### src/rtl/seg_pkg.sv
// Shared 7-segment types and the hex glyph table (active-high, bit order {g,f,e,d,c,b,a}).
package seg_pkg;

    typedef logic [6:0] seg_t;

    localparam seg_t SEG_BLANK = 7'b0;

    function automatic seg_t hex_to_seg(input logic [3:0] nib);
        seg_t s;
        case (nib)
            4'h0:    s = 7'b0111111;
            4'h1:    s = 7'b0000110;
            4'h2:    s = 7'b1011011;
            4'h3:    s = 7'b1001111;
            4'h4:    s = 7'b1100110;
            4'h5:    s = 7'b1101101;
            4'h6:    s = 7'b1111101;
            4'h7:    s = 7'b0000111;
            4'h8:    s = 7'b1111111;
            4'h9:    s = 7'b1101111;
            4'hA:    s = 7'b1110111;
            4'hB:    s = 7'b1111100;
            4'hC:    s = 7'b0111001;
            4'hD:    s = 7'b1011110;
            4'hE:    s = 7'b1111001;
            default: s = 7'b1110001;
        endcase
        return s;
    endfunction

endpackage

### src/rtl/seg_hex_decoder.sv
// Combinational nibble -> active-high segment pattern.
module seg_hex_decoder
    import seg_pkg::*;
(
    input  logic [3:0] nibble,
    output seg_t       seg
);

    assign seg = hex_to_seg(nibble);

endmodule

### src/rtl/seven_seg_scanner.sv
// Time-multiplexed common-anode scanner with frame-synchronous loading, leading-zero
// blanking, per-digit decimal points, 16-step PWM brightness and selectable output polarity.
module seven_seg_scanner
    import seg_pkg::*;
#(
    parameter int N_DIGITS       = 8,
    parameter int TICK_DIV       = 100000,
    parameter bit SEG_ACTIVE_LOW = 1'b1
) (
    input  logic                  clk,
    input  logic                  reset,
    input  logic                  load,
    input  logic [4*N_DIGITS-1:0] data_in,
    input  logic [N_DIGITS-1:0]   dp_in,
    input  logic                  blank_lz,
    input  logic [3:0]            brightness,
    output logic [N_DIGITS-1:0]   an,
    output logic [6:0]            seg,
    output logic                  dp,
    output logic                  frame_start
);

    localparam int   CNT_W = $clog2(TICK_DIV);
    localparam int   IDX_W = $clog2(N_DIGITS);
    localparam int   STEP  = TICK_DIV / 16;
    localparam logic POL   = SEG_ACTIVE_LOW;

    logic [CNT_W-1:0] cnt;
    logic [IDX_W-1:0] idx;
    logic             slot_end, wrap;

    logic [N_DIGITS-1:0][3:0] pend_nib, act_nib;
    logic [N_DIGITS-1:0]      pend_dp, act_dp;

    assign slot_end = (cnt == CNT_W'(TICK_DIV - 1));
    assign wrap     = slot_end && (idx == IDX_W'(N_DIGITS - 1));

    always_ff @(posedge clk or posedge reset) begin
        if (reset) begin
            cnt <= '0;
            idx <= '0;
        end else if (slot_end) begin
            cnt <= '0;
            idx <= wrap ? '0 : idx + 1'b1;
        end else begin
            cnt <= cnt + 1'b1;
        end
    end

    // active only changes at the frame boundary so a scan never shows two values;
    // a load on the wrap cycle lands in pending and waits a full frame.
    always_ff @(posedge clk or posedge reset) begin
        if (reset) begin
            pend_nib <= '0;
            pend_dp  <= '0;
            act_nib  <= '0;
            act_dp   <= '0;
        end else begin
            if (wrap) begin
                act_nib <= pend_nib;
                act_dp  <= pend_dp;
            end
            if (load) begin
                pend_nib <= data_in;
                pend_dp  <= dp_in;
            end
        end
    end

    // zero_from[i]: nibble i and every nibble above it are zero
    logic [N_DIGITS-1:0] zero_from;

    for (genvar i = 0; i < N_DIGITS; i++) begin : g_lz
        if (i == N_DIGITS - 1) begin : g_top
            assign zero_from[i] = (act_nib[i] == 4'h0);
        end else begin : g_low
            assign zero_from[i] = (act_nib[i] == 4'h0) && zero_from[i+1];
        end
    end

    logic  blanked, pwm_on;
    seg_t  dec_seg;

    assign blanked = blank_lz && (idx != '0) && zero_from[idx];
    assign pwm_on  = 32'(cnt) < (32'(brightness) + 32'd1) * 32'(STEP);

    seg_hex_decoder u_dec (
        .nibble (act_nib[idx]),
        .seg    (dec_seg)
    );

    logic [N_DIGITS-1:0] an_nx;
    seg_t                seg_nx;
    logic                dp_nx;

    always_comb begin
        an_nx  = '0;
        seg_nx = SEG_BLANK;
        dp_nx  = 1'b0;
        if (!blanked) begin
            seg_nx = dec_seg;
            dp_nx  = act_dp[idx];
            if (pwm_on) an_nx[idx] = 1'b1;
        end
    end

    // one register stage for all pins: the old anode falls on the same edge the new one rises
    always_ff @(posedge clk or posedge reset) begin
        if (reset) begin
            an          <= {N_DIGITS{POL}};
            seg         <= {7{POL}};
            dp          <= POL;
            frame_start <= 1'b0;
        end else begin
            an          <= an_nx ^ {N_DIGITS{POL}};
            seg         <= seg_nx ^ {7{POL}};
            dp          <= dp_nx ^ POL;
            frame_start <= wrap;
        end
    end

endmodule

### config.mk
export PLATFORM = sky130hd
export DESIGN_NAME = seven_seg_scanner
export DESIGN_NICKNAME = d
export VERILOG_FILES = /design/src/rtl/seg_pkg.sv /design/src/rtl/seg_hex_decoder.sv /design/src/rtl/seven_seg_scanner.sv
export SDC_FILE = /design/constraint.sdc
export NUM_CORES = 1
export LEC_CHECK = 0
export ABC_CLOCK_PERIOD_IN_PS = 4940
export CORE_AREA = 2 2 109 111
export DETAILED_ROUTE_END_ITERATION = 10
export DIE_AREA = 0 0 111 113
export GPL_TIMING_DRIVEN = 0
export MAX_ROUTING_LAYER = met4
export PLACE_DENSITY = 0.77
export SYNTH_ARGS = -nofsm -noshare
export SYNTH_HDL_FRONTEND = slang
export SYNTH_SLANG_ARGS = --single-unit
### constraint.sdc
create_clock -name clk -period 4.94 [get_ports clk]
set_input_delay 1.482 -clock clk [delete_from_list [all_inputs] [get_ports clk]]
set_output_delay 1.482 -clock clk [all_outputs]
set_load 0.01 [all_outputs]
# Word level (Yosys, flattened, before mapping)

Memory sizes are Yosys's and may differ from the RTL's.
Cells that the tools add are included.

Bits in registers: 117
Bits in latches: 0
Bits in writable memories: 0
Memory bits (read-only): 112
Input port bits: 48
Memories kept: 1

Memories:

| memory          | depth | width | rd ports | clocked after Yosys merged registers in | write ports | RTL line      | RTL |
|---|---|---|---|---|---|---|---|
| (no name shown) | 16    | 7     | 1        | 0                                       | 0           | seg_pkg.sv:10 | `case (nib)` |

$add $sub $neg: 3
Multipliers: 1
Divide/modulo/power cells: 0
$lt $le $gt $ge: 3
Equality and inequality tests: 2
Shifts and indexed selects: 0
Mux-type cells: 14
Bitwise logic cells: 3
Reductions and logical operators: 20

Operators with widths:

| operator              | count |
|---|---|
| $logic_not 4->1       | 8 |
| $lt 17x18->1          | 1 |
| $add 17x1->17 const B | 1 |
| $eq 17x17->1 const B  | 1 |
| $mul 5x12->17 const B | 1 |
| $mux 17               | 1 |
| $mux 8                | 2 |
| $bmux 4 s3            | 1 |
| $logic_and 1x1->1     | 11 |
| $not 8->8             | 1 |
| $mux 7                | 1 |
| $not 7->7             | 1 |
| $bmux 1 s3            | 2 |
| $add 4x1->5 const B   | 1 |
| $lt 3x4->1 const B    | 1 |
| $mux 1                | 4 |
| $mux 4                | 1 |
| $add 3x1->3 const B   | 1 |
| $demux 1 s3           | 1 |
| $eq 3x3->1 const B    | 1 |
| $ge 3x1->1 const B    | 1 |
| $mux 3                | 1 |
| $reduce_bool 3->1     | 1 |
| $not 1->1             | 1 |

# Depth between registers and ports, before layout

Depth in word-level cells: 13
Gate-level depth with buffers: 19

# By module

A second synthesis with hierarchy kept.

Cell total of the unflattened synthesis: 548
Area, all modules: 6468.7 µm²

Modules (own cells, without submodules):

| module            | instances | cells an instance | area an instance (µm²) |
|---|---|---|---|
| seven_seg_scanner | 1         | 515               | 6185.9 |
| seg_hex_decoder   | 1         | 33                | 282.8 |

# Least setup slack after synthesis

Ideal clock, no wire load.

Path kind: input to register
From: in brightness[0]
To: reg an[1]
Library setup time: 0.111 ns
Data arrival time: 5.624 ns
Required time: 4.829 ns
Setup slack: -0.795 ns
Stages on the path: 19
Path buffers: 0
Path through: ha_1 > and3_1 > ha_1 > xor2_1 > ha_1 > a21o_1 > ha_1 > ha_1 > o21a_1 > o22ai_1 > o21ai_0 > a211o_1 > nand3_1 > ha_1 > a21oi_1 > o21ai_0 > o31a_1 > o31ai_1 > nand4_1

Word-level cells in the longest chain between the ends: 6

RTL lines:

| element                    | RTL line                 | RTL |
|---|---|---|
| start, declared            | seven_seg_scanner.sv:16  | `input logic [3:0] brightness,` |
| $add 4x1->5                | seven_seg_scanner.sv:85  | `assign pwm_on = 32'(cnt) < (32'(brightness) + 32'd1) * 32'(STEP);` |
| $mul 5x12->17              | seven_seg_scanner.sv:85  |  |
| $lt 17x18->1               | seven_seg_scanner.sv:85  |  |
| $mux 8                     | seven_seg_scanner.sv:103 | `if (pwm_on) an_nx[idx] = 1'b1;` |
| $mux 8                     | seven_seg_scanner.sv:100 | `if (!blanked) begin` |
| $not 8->8 (no source line) | --                       |  |
| end signal, assigned       | seven_seg_scanner.sv:110 | `an <= {N_DIGITS{POL}};` |
| end signal, assigned       | seven_seg_scanner.sv:115 | `an <= an_nx ^ {N_DIGITS{POL}};` |
| end, declared              | seven_seg_scanner.sv:17  | `output logic [N_DIGITS-1:0] an,` |

Every way passes these cells.
A chain may end at the register's enable or synchronous reset.

# Final worst setup path

Ends and elaborated chain as after synthesis.

==> reports/metrics.cfg <==
[status]
status = finished with violations
failed_checks = setup timing

[die]
die_area_sq_um = 12540
fp.dieH_um = 113
initial_core_util_pct = 57.55
coreArea_sq_um = 11270
rows = 39
io_pins = 65
die_w_um = 111

[job]
maxCapViolCount = 0

[power]
power.total_mw = 2.637
power_density_nw_per_um2 = 314.9
p_leak_nw = 3.856
max-vdd-ir-drop_uv = 257.5

[worst_setup_path]
arrival_ns = 5.36
startpoint_type = input pin
cp_slowest_cell = or3_4
critical_path_class = input pin to register
cp-end-kind = register
cp_top_family = adder cells
path_max_fanout = 8
cp_common_cell = ha_4
worstPathRequired_ns = 5.22
max_stage_delay_ns = 0.39
crit_path_cell_trace = buf_12 > ha_4 > xor2_4 > buf_6 > ha_4 > xor2_1 > ha_1 > ha_2 > or3_4 > o22ai_4 > o21ai_2 > a211o_1 > nand3_2 > ha_4 > nand4_1 > a21oi_2 > o31a_1 > o31ai_4 > buf_6 > nand4_1
worst-path-buf-inv = 3

[timing]
timing.fmax_mhz = 197.0
clock_skew_ns = 0.008104
relSlewSlack_pct = 45.96
setup_viol = 8
worst_slack_ns = -0.1366
drv_slew = 0
hold-worst-slack_ns = 0.4949
rsz0062_at_grt = true
tightestPinTransition_ns = 0.8058
hold_violations = 0
min_period_ns = 5.077
finalCritPeriodShare_pct = 102.8

[layout]
final_nets = 726
diodes = 0
syn_to_final_growth_pct = 29.08
multiInputGateArea_sq_um = 3672
n_fill_cell = 739
final_area_sq_um = 8374
drive_gt1_share_pct = 32.44
seqCellArea_sq_um = 2948

[yosys]
synth_top_area_share_pct = 38.96
syn_area_per_cell_sq_um = 12.50
ys_types = 58
async_flop_share_pct = 100.0
ys.flop_type = dfrtp_1
synth_area_leaders = dfrtp_1 (39%), ha_1 (11%), mux2_4 (9.0%)
synth_edf_count = 0
synth_cells = 519
synth-seq-area-share_pct = 45.44
syn_area_sq_um = 6487
ys_warn_count = 0
synth_top_area_cell = dfrtp_1
syn-num-nets = 626
synth_seq_cells = 117

[global_routing]
grt_max_degree = 76
antenna_found_initial = 0
gr-usage-all-layers_pct = 24.14
grt_pass1_vias = 4660
overflow = 0
grt_pass1_wl_mm = 23.19

[clock_network]
clkLatencyLatePin_ns = 0.41
ctsRootBufferMaster = clkbuf_16
ctsHoldBuffers = 0
cts_max_path_buffers = 2
cts_made_buffers = 17
cts.sinks = 117
clk_pin_slew_ns = 0.05
htreeDepth = 4
cts_tree = yes

[detailed_routing]
ant_nets = 0
first_pass_iters = 5
wl_per_cell_um = 18.11
route.detailed.drc = 0
post_drt_via_cell_ratio = 5.787
vias = 4485
wl_mm = 14.03
drt_iter0_markers = 290

[placement]
globalplace.congestion = 0.8928
place_area_sq_um = 7408
hpwl_mm = 9.803
port_buffers = 63

[worst_hold_path]
hold_class = register to register

==> synthesized netlist by cell type, types with 3 or more instances <==
library cell and count:
a211oi_1 4, a21o_1 5, a21oi_1 13, and3_1 7, buf_1 3, buf_2 5, buf_6 4, clkbuf_1 5
dfrtp_1 101, dfstp_2 16, ha_1 58, inv_1 23, mux2_2 43, mux2_4 39, mux2i_1 7, mux4_2 6
nand2_1 23, nand3_1 14, nand3b_1 3, nand4_1 13, nor2_1 21, nor2b_1 5, nor4_1 8, o211ai_1 4
o21a_1 4, o21ai_0 9, o221ai_1 3, or3_1 3, xnor2_1 18, xor2_1 15
==> state kept, by name, summed over array words and instances, names as in the netlist <==
| signal | flops |
|---|---|
| act_nib | 32 |
| pend_nib | 32 |
| cnt | 17 |
| act_dp | 8 |
| an | 8 |
| pend_dp | 8 |
| seg | 7 |
| idx | 3 |
| dp | 1 |
| frame_start | 1 |
==> stage by stage <==
stage	setup TNS, ns	utilization (%)	instances	worst slack (ns)
after detailed placement	-12.40	65.72	726	-1.587
after global placement	-110.07	65.46	725	-1.470
after floorplan	-2.095	-	519	-0.2763
after CTS	-1.090	73.26	770	-0.2034
after global routing	-1.624	74.29	775	-0.2620
final	-0.5264	74.29	775	-0.1366
==> layer usage <==
metal | global-route usage (%) | vias to the layer above | share of wire (%)
li1 | - | 2093 | -
met1 | 30.45 | 2211 | 43
met3 | 5.678 | 38 | 5.1
met4 | 9.667 | 0 | 2.6
met2 | 38.12 | 143 | 49
met5 | - | - | 0
==> cell type report <==
cell class              count  area share, %
plain buffers              17          1.195
clock buffers              23          5.588
inverters                  24          1.106
flip-flops and latches    117          35.20
multi-input cells         361          43.85
repair buffers             81          9.697
clock inverters             9          1.225
well taps                 143          2.137
==> path summary, 6_finish.rpt <==
path | endpoint | cells past startpoint | from | slack (ns)
max | an[1] | 20 | brightness[0] | -0.14
min | cnt[0] | 1 | cnt[0] | 0.49
max reg2reg | seg[0] | 9 | idx[0] | 2.09
min reg2reg | cnt[0] | 1 | cnt[0] | 0.49
max in group asynchronous | pend_nib[5] | 3 | reset | 2.73
min in group asynchronous | pend_dp[4] | 2 | reset | 1.48
==> cells in the final DEF, fill, tap and decap left out, drive strengths merged, types with 3 or more instances in the layout <==
master         count
xor2              15
buf               33
clkdlybuf4s50     59
nand4             13
clkinv             5
nor2b              5
dfrtp            101
o221ai             3
a21oi             13
clkbuf            29
and3               7
mux2              82
o21ai             10
o21a               4
mux4               6
xnor2             18
nand2             24
clkinvlp           3
or3                3
inv               23
nor2              21
ha                58
a21o               5
o211ai             4
a211oi             5
mux2i              7
nand3b             3
dfstp             16
nor4               9
nand3             14
==> worst register-to-register path: stages (launching register included) <==
cell	delay (ns)
dfrtp_1	0.46
clkbuf_1	0.51
a21boi_0	0.25
a211oi_1	0.07
a211oi_1	0.66
inv_1	0.17
ha_1	0.29
nand3b_1	0.17
o31ai_1	0.09
o21ai_1	0.10
==> repair_timing <==
| action | 4_1_cts | 5_1_grt |
|---|---|---|
| resized for setup | 48 | 21 |
| buffers inserted | 12 | 5 |
| pin swaps | 18 | 14 |
| endpoints found under the setup margin | 8 | 8 |
==> kinds of logic (layout without fill, tap and decap cells) <==
kind of cell	after synthesis	after routing	share of synthesized area [%]
DFF	117	117	45.44
muxes	95	95	19.65
xor gates and xnor gates	33	33	4.455
adders and majority gates	59	59	11.49
AOI/OAI and AO/OA	66	66	7.117
buffers and inverters	41	154	2.931
and+or+nand+nor	108	108	8.910
==> report_power, final <==
part / leakage, nW / switching [mW] / internal [mW]
clock network: 0.273 / 0.420 / 0.764
logic: 2.11 / 0.211 / 0.229
registers: 1.47 / 0.0200 / 0.993
(Power assumes the default switching activity.)
